===== src/rtl/multicycle_controller.sv =====
// Multicycle MIPS-subset control FSM: FETCH/DECODE/EXEC/MEM/WB/HALT with memory-wait timeout.
// Strobes are combinational from state and inputs; MemReady low stalls FETCH/MEM up to WAIT_LIMIT cycles.
module multicycle_controller #(
  parameter int CNT_W           = 32,
  parameter bit HALT_ON_SYSCALL = 1'b1,
  parameter int WAIT_LIMIT      = 15
) (
  input  logic             Clk,
  input  logic             Rst,
  input  logic [5:0]       Op,
  input  logic [5:0]       Func,
  input  logic             Z,
  input  logic             MemReady,
  output logic             IrWrite,
  output logic             PcWrite,
  output logic             Rmem,
  output logic             Wmem,
  output logic             Wreg,
  output logic [1:0]       Regrt,
  output logic             Se,
  output logic             Aluqb,
  output logic [1:0]       Aluc,
  output logic [1:0]       Pcsrc,
  output logic [1:0]       Reg2reg,
  output logic [2:0]       State,
  output logic             Halted,
  output logic             Error,
  output logic [CNT_W-1:0] InstrCount
);

  localparam logic [2:0] S_FETCH  = 3'd0;
  localparam logic [2:0] S_DECODE = 3'd1;
  localparam logic [2:0] S_EXEC   = 3'd2;
  localparam logic [2:0] S_MEM    = 3'd3;
  localparam logic [2:0] S_WB     = 3'd4;
  localparam logic [2:0] S_HALT   = 3'd5;

  localparam logic [5:0] OP_R   = 6'h00;
  localparam logic [5:0] OP_J   = 6'h02;
  localparam logic [5:0] OP_JAL = 6'h03;
  localparam logic [5:0] OP_BEQ = 6'h04;
  localparam logic [5:0] OP_ORI = 6'h0d;
  localparam logic [5:0] OP_LUI = 6'h0f;
  localparam logic [5:0] OP_LW  = 6'h23;
  localparam logic [5:0] OP_SW  = 6'h2b;
  localparam logic [5:0] F_JR   = 6'h08;
  localparam logic [5:0] F_SYS  = 6'h0c;
  localparam logic [5:0] F_ADDU = 6'h21;
  localparam logic [5:0] F_SUBU = 6'h23;

  localparam logic [7:0] WAIT_LAST = 8'(WAIT_LIMIT - 1);

  logic [2:0]       state_q, state_d;
  logic [7:0]       wait_cnt;
  logic             err_q;
  logic [CNT_W-1:0] cnt_q;
  logic             ir_wr, pc_wr, rd_mem, wr_mem, wr_reg;
  logic [1:0]       pcsrc;

  logic is_r, is_addu, is_subu, is_jr, is_sys, is_ori, is_lui, is_lw, is_sw;
  logic is_beq, is_j, is_jal, is_alu, is_illegal, waiting, timeout;

  assign is_r       = (Op == OP_R);
  assign is_addu    = is_r && (Func == F_ADDU);
  assign is_subu    = is_r && (Func == F_SUBU);
  assign is_jr      = is_r && (Func == F_JR);
  assign is_sys     = is_r && (Func == F_SYS);
  assign is_ori     = (Op == OP_ORI);
  assign is_lui     = (Op == OP_LUI);
  assign is_lw      = (Op == OP_LW);
  assign is_sw      = (Op == OP_SW);
  assign is_beq     = (Op == OP_BEQ);
  assign is_j       = (Op == OP_J);
  assign is_jal     = (Op == OP_JAL);
  assign is_alu     = is_addu || is_subu || is_ori || is_lui;
  assign is_illegal = !(is_alu || is_jr || is_sys || is_lw || is_sw || is_beq || is_j || is_jal);

  // The timeout cycle is the WAIT_LIMIT-th consecutive cycle without MemReady.
  assign waiting = (state_q == S_FETCH) || (state_q == S_MEM);
  assign timeout = waiting && !MemReady && (wait_cnt == WAIT_LAST);

  always_ff @(posedge Clk or posedge Rst) begin
    if (Rst) state_q <= S_FETCH;
    else     state_q <= state_d;
  end

  always_comb begin
    state_d = state_q;
    case (state_q)
      S_FETCH: begin
        if (MemReady)     state_d = S_DECODE;
        else if (timeout) state_d = S_HALT;
      end
      S_DECODE: begin
        if (is_sys && HALT_ON_SYSCALL) state_d = S_HALT;
        else if (is_sys || is_illegal) state_d = S_FETCH;
        else                           state_d = S_EXEC;
      end
      S_EXEC: begin
        if (is_lw || is_sw) state_d = S_MEM;
        else if (is_alu)    state_d = S_WB;
        else                state_d = S_FETCH;
      end
      S_MEM: begin
        if (MemReady)     state_d = is_lw ? S_WB : S_FETCH;
        else if (timeout) state_d = S_HALT;
      end
      S_WB:    state_d = S_FETCH;
      S_HALT:  state_d = S_HALT;
      default: state_d = S_FETCH;
    endcase
  end

  always_comb begin
    ir_wr  = 1'b0;
    pc_wr  = 1'b0;
    rd_mem = 1'b0;
    wr_mem = 1'b0;
    wr_reg = 1'b0;
    pcsrc  = 2'b00;
    case (state_q)
      S_FETCH: begin
        rd_mem = !timeout;
        ir_wr  = MemReady;
      end
      S_DECODE: pc_wr = (is_sys && !HALT_ON_SYSCALL) || is_illegal;
      S_EXEC: begin
        if (is_beq) begin
          pc_wr = 1'b1;
          pcsrc = Z ? 2'b10 : 2'b00;
        end else if (is_j) begin
          pc_wr = 1'b1;
          pcsrc = 2'b11;
        end else if (is_jr) begin
          pc_wr = 1'b1;
          pcsrc = 2'b01;
        end else if (is_jal) begin
          pc_wr  = 1'b1;
          pcsrc  = 2'b11;
          wr_reg = 1'b1;
        end
      end
      S_MEM: begin
        rd_mem = is_lw && !timeout;
        wr_mem = is_sw && !timeout;
        pc_wr  = is_sw && MemReady;
      end
      S_WB: begin
        wr_reg = 1'b1;
        pc_wr  = 1'b1;
      end
      default: ;
    endcase
  end

  // Strobes are masked by reset so an access aborts in the same cycle Rst rises.
  assign IrWrite = ir_wr  & ~Rst;
  assign PcWrite = pc_wr  & ~Rst;
  assign Rmem    = rd_mem & ~Rst;
  assign Wmem    = wr_mem & ~Rst;
  assign Wreg    = wr_reg & ~Rst;
  assign Pcsrc   = pcsrc;

  always_ff @(posedge Clk or posedge Rst) begin
    if (Rst) begin
      wait_cnt <= 8'd0;
      err_q    <= 1'b0;
      cnt_q    <= '0;
    end else begin
      wait_cnt <= (waiting && !MemReady) ? wait_cnt + 8'd1 : 8'd0;
      if (timeout) err_q <= 1'b1;
      if (pc_wr)   cnt_q <= cnt_q + CNT_W'(1);
    end
  end

  always_comb begin
    Regrt   = 2'b00;
    Se      = 1'b0;
    Aluqb   = 1'b0;
    Aluc    = 2'b00;
    Reg2reg = 2'b00;
    if (is_addu) begin
      Aluqb   = 1'b1;
      Reg2reg = 2'b01;
    end else if (is_subu) begin
      Aluqb   = 1'b1;
      Aluc    = 2'b01;
      Reg2reg = 2'b01;
    end else if (is_ori || is_lui) begin
      Regrt   = 2'b01;
      Aluc    = 2'b10;
      Reg2reg = 2'b01;
    end else if (is_lw) begin
      Regrt = 2'b01;
      Se    = 1'b1;
    end else if (is_sw) begin
      Regrt   = 2'b01;
      Se      = 1'b1;
      Reg2reg = 2'b01;
    end else if (is_beq) begin
      Regrt   = 2'b01;
      Se      = 1'b1;
      Aluqb   = 1'b1;
      Aluc    = 2'b01;
      Reg2reg = 2'b01;
    end else if (is_jal) begin
      Regrt   = 2'b10;
      Aluqb   = 1'b1;
      Reg2reg = 2'b10;
    end
  end

  assign State      = state_q;
  assign Halted     = (state_q == S_HALT);
  assign Error      = err_q;
  assign InstrCount = cnt_q;

endmodule


===== config.mk =====
export PLATFORM = sky130hd
export DESIGN_NAME = multicycle_controller
export DESIGN_NICKNAME = d
export VERILOG_FILES = /design/src/rtl/multicycle_controller.sv
export SDC_FILE = /design/constraint.sdc
export NUM_CORES = 1
export LEC_CHECK = 0
export CORE_ASPECT_RATIO = 0.7
export CORE_MARGIN = 2
export CORE_UTILIZATION = 52
export CTS_CLUSTER_SIZE = 12
export DETAILED_ROUTE_END_ITERATION = 16
export GPL_TIMING_DRIVEN = 1
export HOLD_SLACK_MARGIN = 0.05
export PLACE_DENSITY = 0.86
export SLEW_MARGIN = 15
export SYNTH_ARGS = -nofsm -noshare
export SYNTH_HDL_FRONTEND = slang
export SYNTH_SLANG_ARGS = --single-unit

===== constraint.sdc =====
create_clock -name Clk -period 7.7 [get_ports Clk]
set_input_delay 2.31 -clock Clk [delete_from_list [all_inputs] [get_ports Clk]]
set_output_delay 2.31 -clock Clk [all_outputs]
set_load 0.01 [all_outputs]

==> results list <==
* Storage cell area: 1100 µm²
* Wire length reported by the detailed router: 6.12 mm
* Internal reg-to-reg setup slack: 5.41 ns
* Antenna violations before repair: 0
* Post-synth net total: 282
- Worst min path class: reg -> reg
- Type of element capturing the critical path: primary output
- The mapped netlist covers 2510 µm².
- Final number of hold-violating endpoints: 0
* Final critical delay including setup and external delays: 7.18 ns
* Clock root cell: sky130_fd_sc_hd__clkbuf_8
- The worst hold path terminates at InstrCount[31]$_DFFE_PP0P_.
- Area added between synthesis and finish: 31.7%
- Count of input and output buffers: 67
* Share of synthesized flip-flops with an asynchronous set or reset: 100%
- The worst register-to-register path has a depth of 6.
* Fraction of layout cells with a size suffix above 1: 5.49%
* Number of failing setup endpoints in the final timing report: 0
- Nature of the critical path startpoint: input pin
- Delay-heaviest family, CP: simple AND/OR/NAND/NOR gates
* Number of buffers created by CTS: 5
- Top cells by instance count after synthesis: sky130_fd_sc_hd__dfrtp_1 (44), sky130_fd_sc_hd__xnor2_1 (31), sky130_fd_sc_hd__nor2_1 (24), sky130_fd_sc_hd__nand3_1 (19), sky130_fd_sc_hd__nand4_1 (19)
* Number of cells produced by synthesis: 263
- Leading post-synthesis cells by cell area: sky130_fd_sc_hd__dfrtp_1 (44%), sky130_fd_sc_hd__xnor2_1 (11%), sky130_fd_sc_hd__nand4_1 (4.7%)
- Routed via count: 2253
* Area share of the leading cell type in the synthesized netlist: 43.9%
- Peak VDD IR: 0.105 mV
- Clk buf depth: 2
* Final period util: 93.2%
* Depth of the worst hold-timing path: 1
- Clock Sinks: 44
- Worst path max stage delay: 0.56 ns
* Number of distinct library cell variants in the gate-level netlist after synthesis: 47
* Syn Area/Cell: 9.54 µm²
- Sequential cells were found to cover 43.9% of the synthesized design area.
- Global routing used 24.1% of the available tracks.
* Ratio of total power to cell area: 178 nW/µm²
* Number of DRC violations after detailed-routing iteration 0: 159
- Max_slew headroom: 52.7%
* Remaining Overflow, GRT: 0
- Setup repair after global routing left no endpoint under its margin.
- Clock-pin slew was measured on the worst setup and hold paths at 0.09 ns.
- After floorplanning, the core was sized to cover 4700 µm².
- H-tree Lvls: 2
* Number of buffers inserted by hold repair at cts: 0
* Cell seen most often among critical-path stages: sky130_fd_sc_hd__clkdlybuf4s50_1
- Number of global-route vias before repair: 2107
- The largest individual stage delay along the critical path comes from the cell sky130_fd_sc_hd__clkdlybuf4s50_1.
- The largest total area in the synthesized netlist belongs to sky130_fd_sc_hd__dfrtp_1.
- After the last flow step, the layout net total stands at 346.
- Core occupancy in the finished layout: 70.3%
* Actual transition at the worst max-transition pin: 0.701 ns
* Number of fillers in the final layout: 351
* Critical path data arrival time: 4.87 ns
* Largest clock skew in the final design: 0.00774 ns
* TritonCTS clock tree: yes
- Half-perimeter wire length after placement: 4.52 mm
* Total buffers and inverters traversed by the critical path: 2
- At the end of routability-driven placement, the weighted congestion stood at 0.892.
* Number of placement rows: 21
* Count of cells resized by post-cts repair: 0
* Starting density of the core: 53.3%
- Max frequency: 0.139 GHz
* Number of max-cap violations: 0
- Total Die Area: 5400 µm²
- Endpoint of the worst-slack reg-to-reg timing path: InstrCount[1]$_DFFE_PP0P_
- WHS: 0.472 ns
* Leakage power figure: 1.32 nW
- The synthesized design contains 0 enable-type register cells.
* Post-synthesis sequential element count: 44
- Post-Route Setup TNS: 0 ns
- Number of vias per cell: 5.85
* Most frequently used flop master after synthesis: sky130_fd_sc_hd__dfrtp_1
* Detailed-route wire length per cell: 15.9 µm
* Initial DRT Pass Iterations: 4
- First-pass GRT wire length: 10.3 mm
- Final Slew Violations: 0
- Setup Buffers After CTS: 0
- The number of antenna diodes in the final layout is 0.
* Most frequently used cell type in the post-synthesis netlist: sky130_fd_sc_hd__dfrtp_1
- The critical path is of the in -> out type.
* Largest net degree at the start of global routing: 45
* Cell-by-cell trace of the critical path: clkdlybuf4s50_1, or3_1, or3_4, o221a_4, o41ai_4, and2_1, clkdlybuf4s50_1
- DRC violations left: 0
- The multi-input combinational cells in the finished layout cover a total of 1300 µm².
- Data required time of the critical path: 5.39 ns
- Number of routed nets with antenna violations: 0
- From left edge to right edge, the die measures 87.0 µm.
* Highest net fanout along the worst path: 7
* Outcome: finished, final reports clean
- Startpoint of the most critical register-to-register path: State[2]$_DFF_PP0_
* Yosys warnings: 0
* Clock insertion delay at the later pin of the skew report: 0.30 ns
- The worst hold path begins at InstrCount[31]$_DFFE_PP0P_.
- For this design the top-level I/O count stands at 68.
- Die span in y: 62.1 µm
## placed cells by master (no fill, tap or decap), types with 2 or more instances in the layout
| cell | instances |
|---|---|
| sky130_fd_sc_hd__a21oi_1 | 5 |
| sky130_fd_sc_hd__a31oi_1 | 4 |
| sky130_fd_sc_hd__and2_1 | 3 |
| sky130_fd_sc_hd__and3_1 | 15 |
| sky130_fd_sc_hd__and4_1 | 2 |
| sky130_fd_sc_hd__buf_4 | 2 |
| sky130_fd_sc_hd__clkbuf_8 | 5 |
| sky130_fd_sc_hd__clkdlybuf4s50_1 | 67 |
| sky130_fd_sc_hd__dfrtp_1 | 44 |
| sky130_fd_sc_hd__ha_1 | 3 |
| sky130_fd_sc_hd__inv_1 | 8 |
| sky130_fd_sc_hd__nand2_1 | 17 |
| sky130_fd_sc_hd__nand2b_1 | 2 |
| sky130_fd_sc_hd__nand3_1 | 19 |
| sky130_fd_sc_hd__nand4_1 | 19 |
| sky130_fd_sc_hd__nand4b_1 | 2 |
| sky130_fd_sc_hd__nor2_1 | 24 |
| sky130_fd_sc_hd__nor2b_1 | 7 |
| sky130_fd_sc_hd__nor3_1 | 8 |
| sky130_fd_sc_hd__nor4_1 | 3 |
| sky130_fd_sc_hd__o21ai_0 | 3 |
| sky130_fd_sc_hd__or4_1 | 4 |
| sky130_fd_sc_hd__xnor2_1 | 31 |
| sky130_fd_sc_hd__xor2_1 | 6 |
## where the power goes
group | internal (mW) | total, mW | switching [mW]
registers | 0.250 | 0.281 | 0.0308
logic | 0.0693 | 0.132 | 0.0622
clock network | 0.0960 | 0.175 | 0.0788
total | 0.416 | 0.587 | 0.172
## worst max-delay path by stage
stage	slack [ns]	depth (start not counted)	startpoint	to
after CTS	0.53	7	Op[3]	PcWrite
final	0.52	7	Op[3]	PcWrite
after detailed placement	0.53	7	Op[3]	PcWrite
after global placement	0.60	7	Op[3]	PcWrite
after global routing	0.46	7	Op[3]	PcWrite
after floorplan	1.50	7	Op[2]	PcWrite
## through the flow
stage                     instance area [µm²]  setup slack (ns)  power, mW  instances
final                                    3300             0.525      0.587        385
after detailed placement                 3190             0.532      0.417        377
after floorplan                          2510              1.50      0.351        263
after CTS                                3300             0.531      0.592        385
after global placement                   3190             0.600      0.411        377
after global routing                     3300             0.465      0.618        385
## per-layer routing
layer	vias to the layer above	GRT usage, %	share of wire, %
met2	77	35.6	45
met4	0	6.45	0.96
li1	1073	-	-
met3	7	5.19	6.6
met5	-	0	0
met1	1096	35.8	48
## layout make-up
class                   count  share of cell area, %
clock buffers               5                   2.08
clock inverters             3                   1.29
inverters                   9                   1.02
multi-input cells         198                   39.4
flip-flops and latches     44                   33.3
well taps                  57                   2.16
repair buffers             69                   20.7
## state kept, by name, summed over array words and instances, names as in the netlist
| signal | count |
|---|---|
| Error | 1 |
| wait_cnt | 8 |
| InstrCount | 32 |
| State | 3 |
## worst reg2reg max path: cells and delay by family (launching register included)
kind | cells | cell delay, ns
mux | 1 | 0.37
compound gates | 2 | 0.31
buf+inv | 1 | 0.37
simple gates | 2 | 0.65
flops | 1 | 0.48
## cell families after synthesis
group | share of synthesized area (%)
muxes | 0.449
buffers and inverters | 4.24
and+or+nand+nor | 29.8
DFF | 43.9
adders and majority gates | 1.50
xor gates and xnor gates | 12.9
AOI/OAI and AO/OA | 7.23
(Power assumes the default switching activity.)
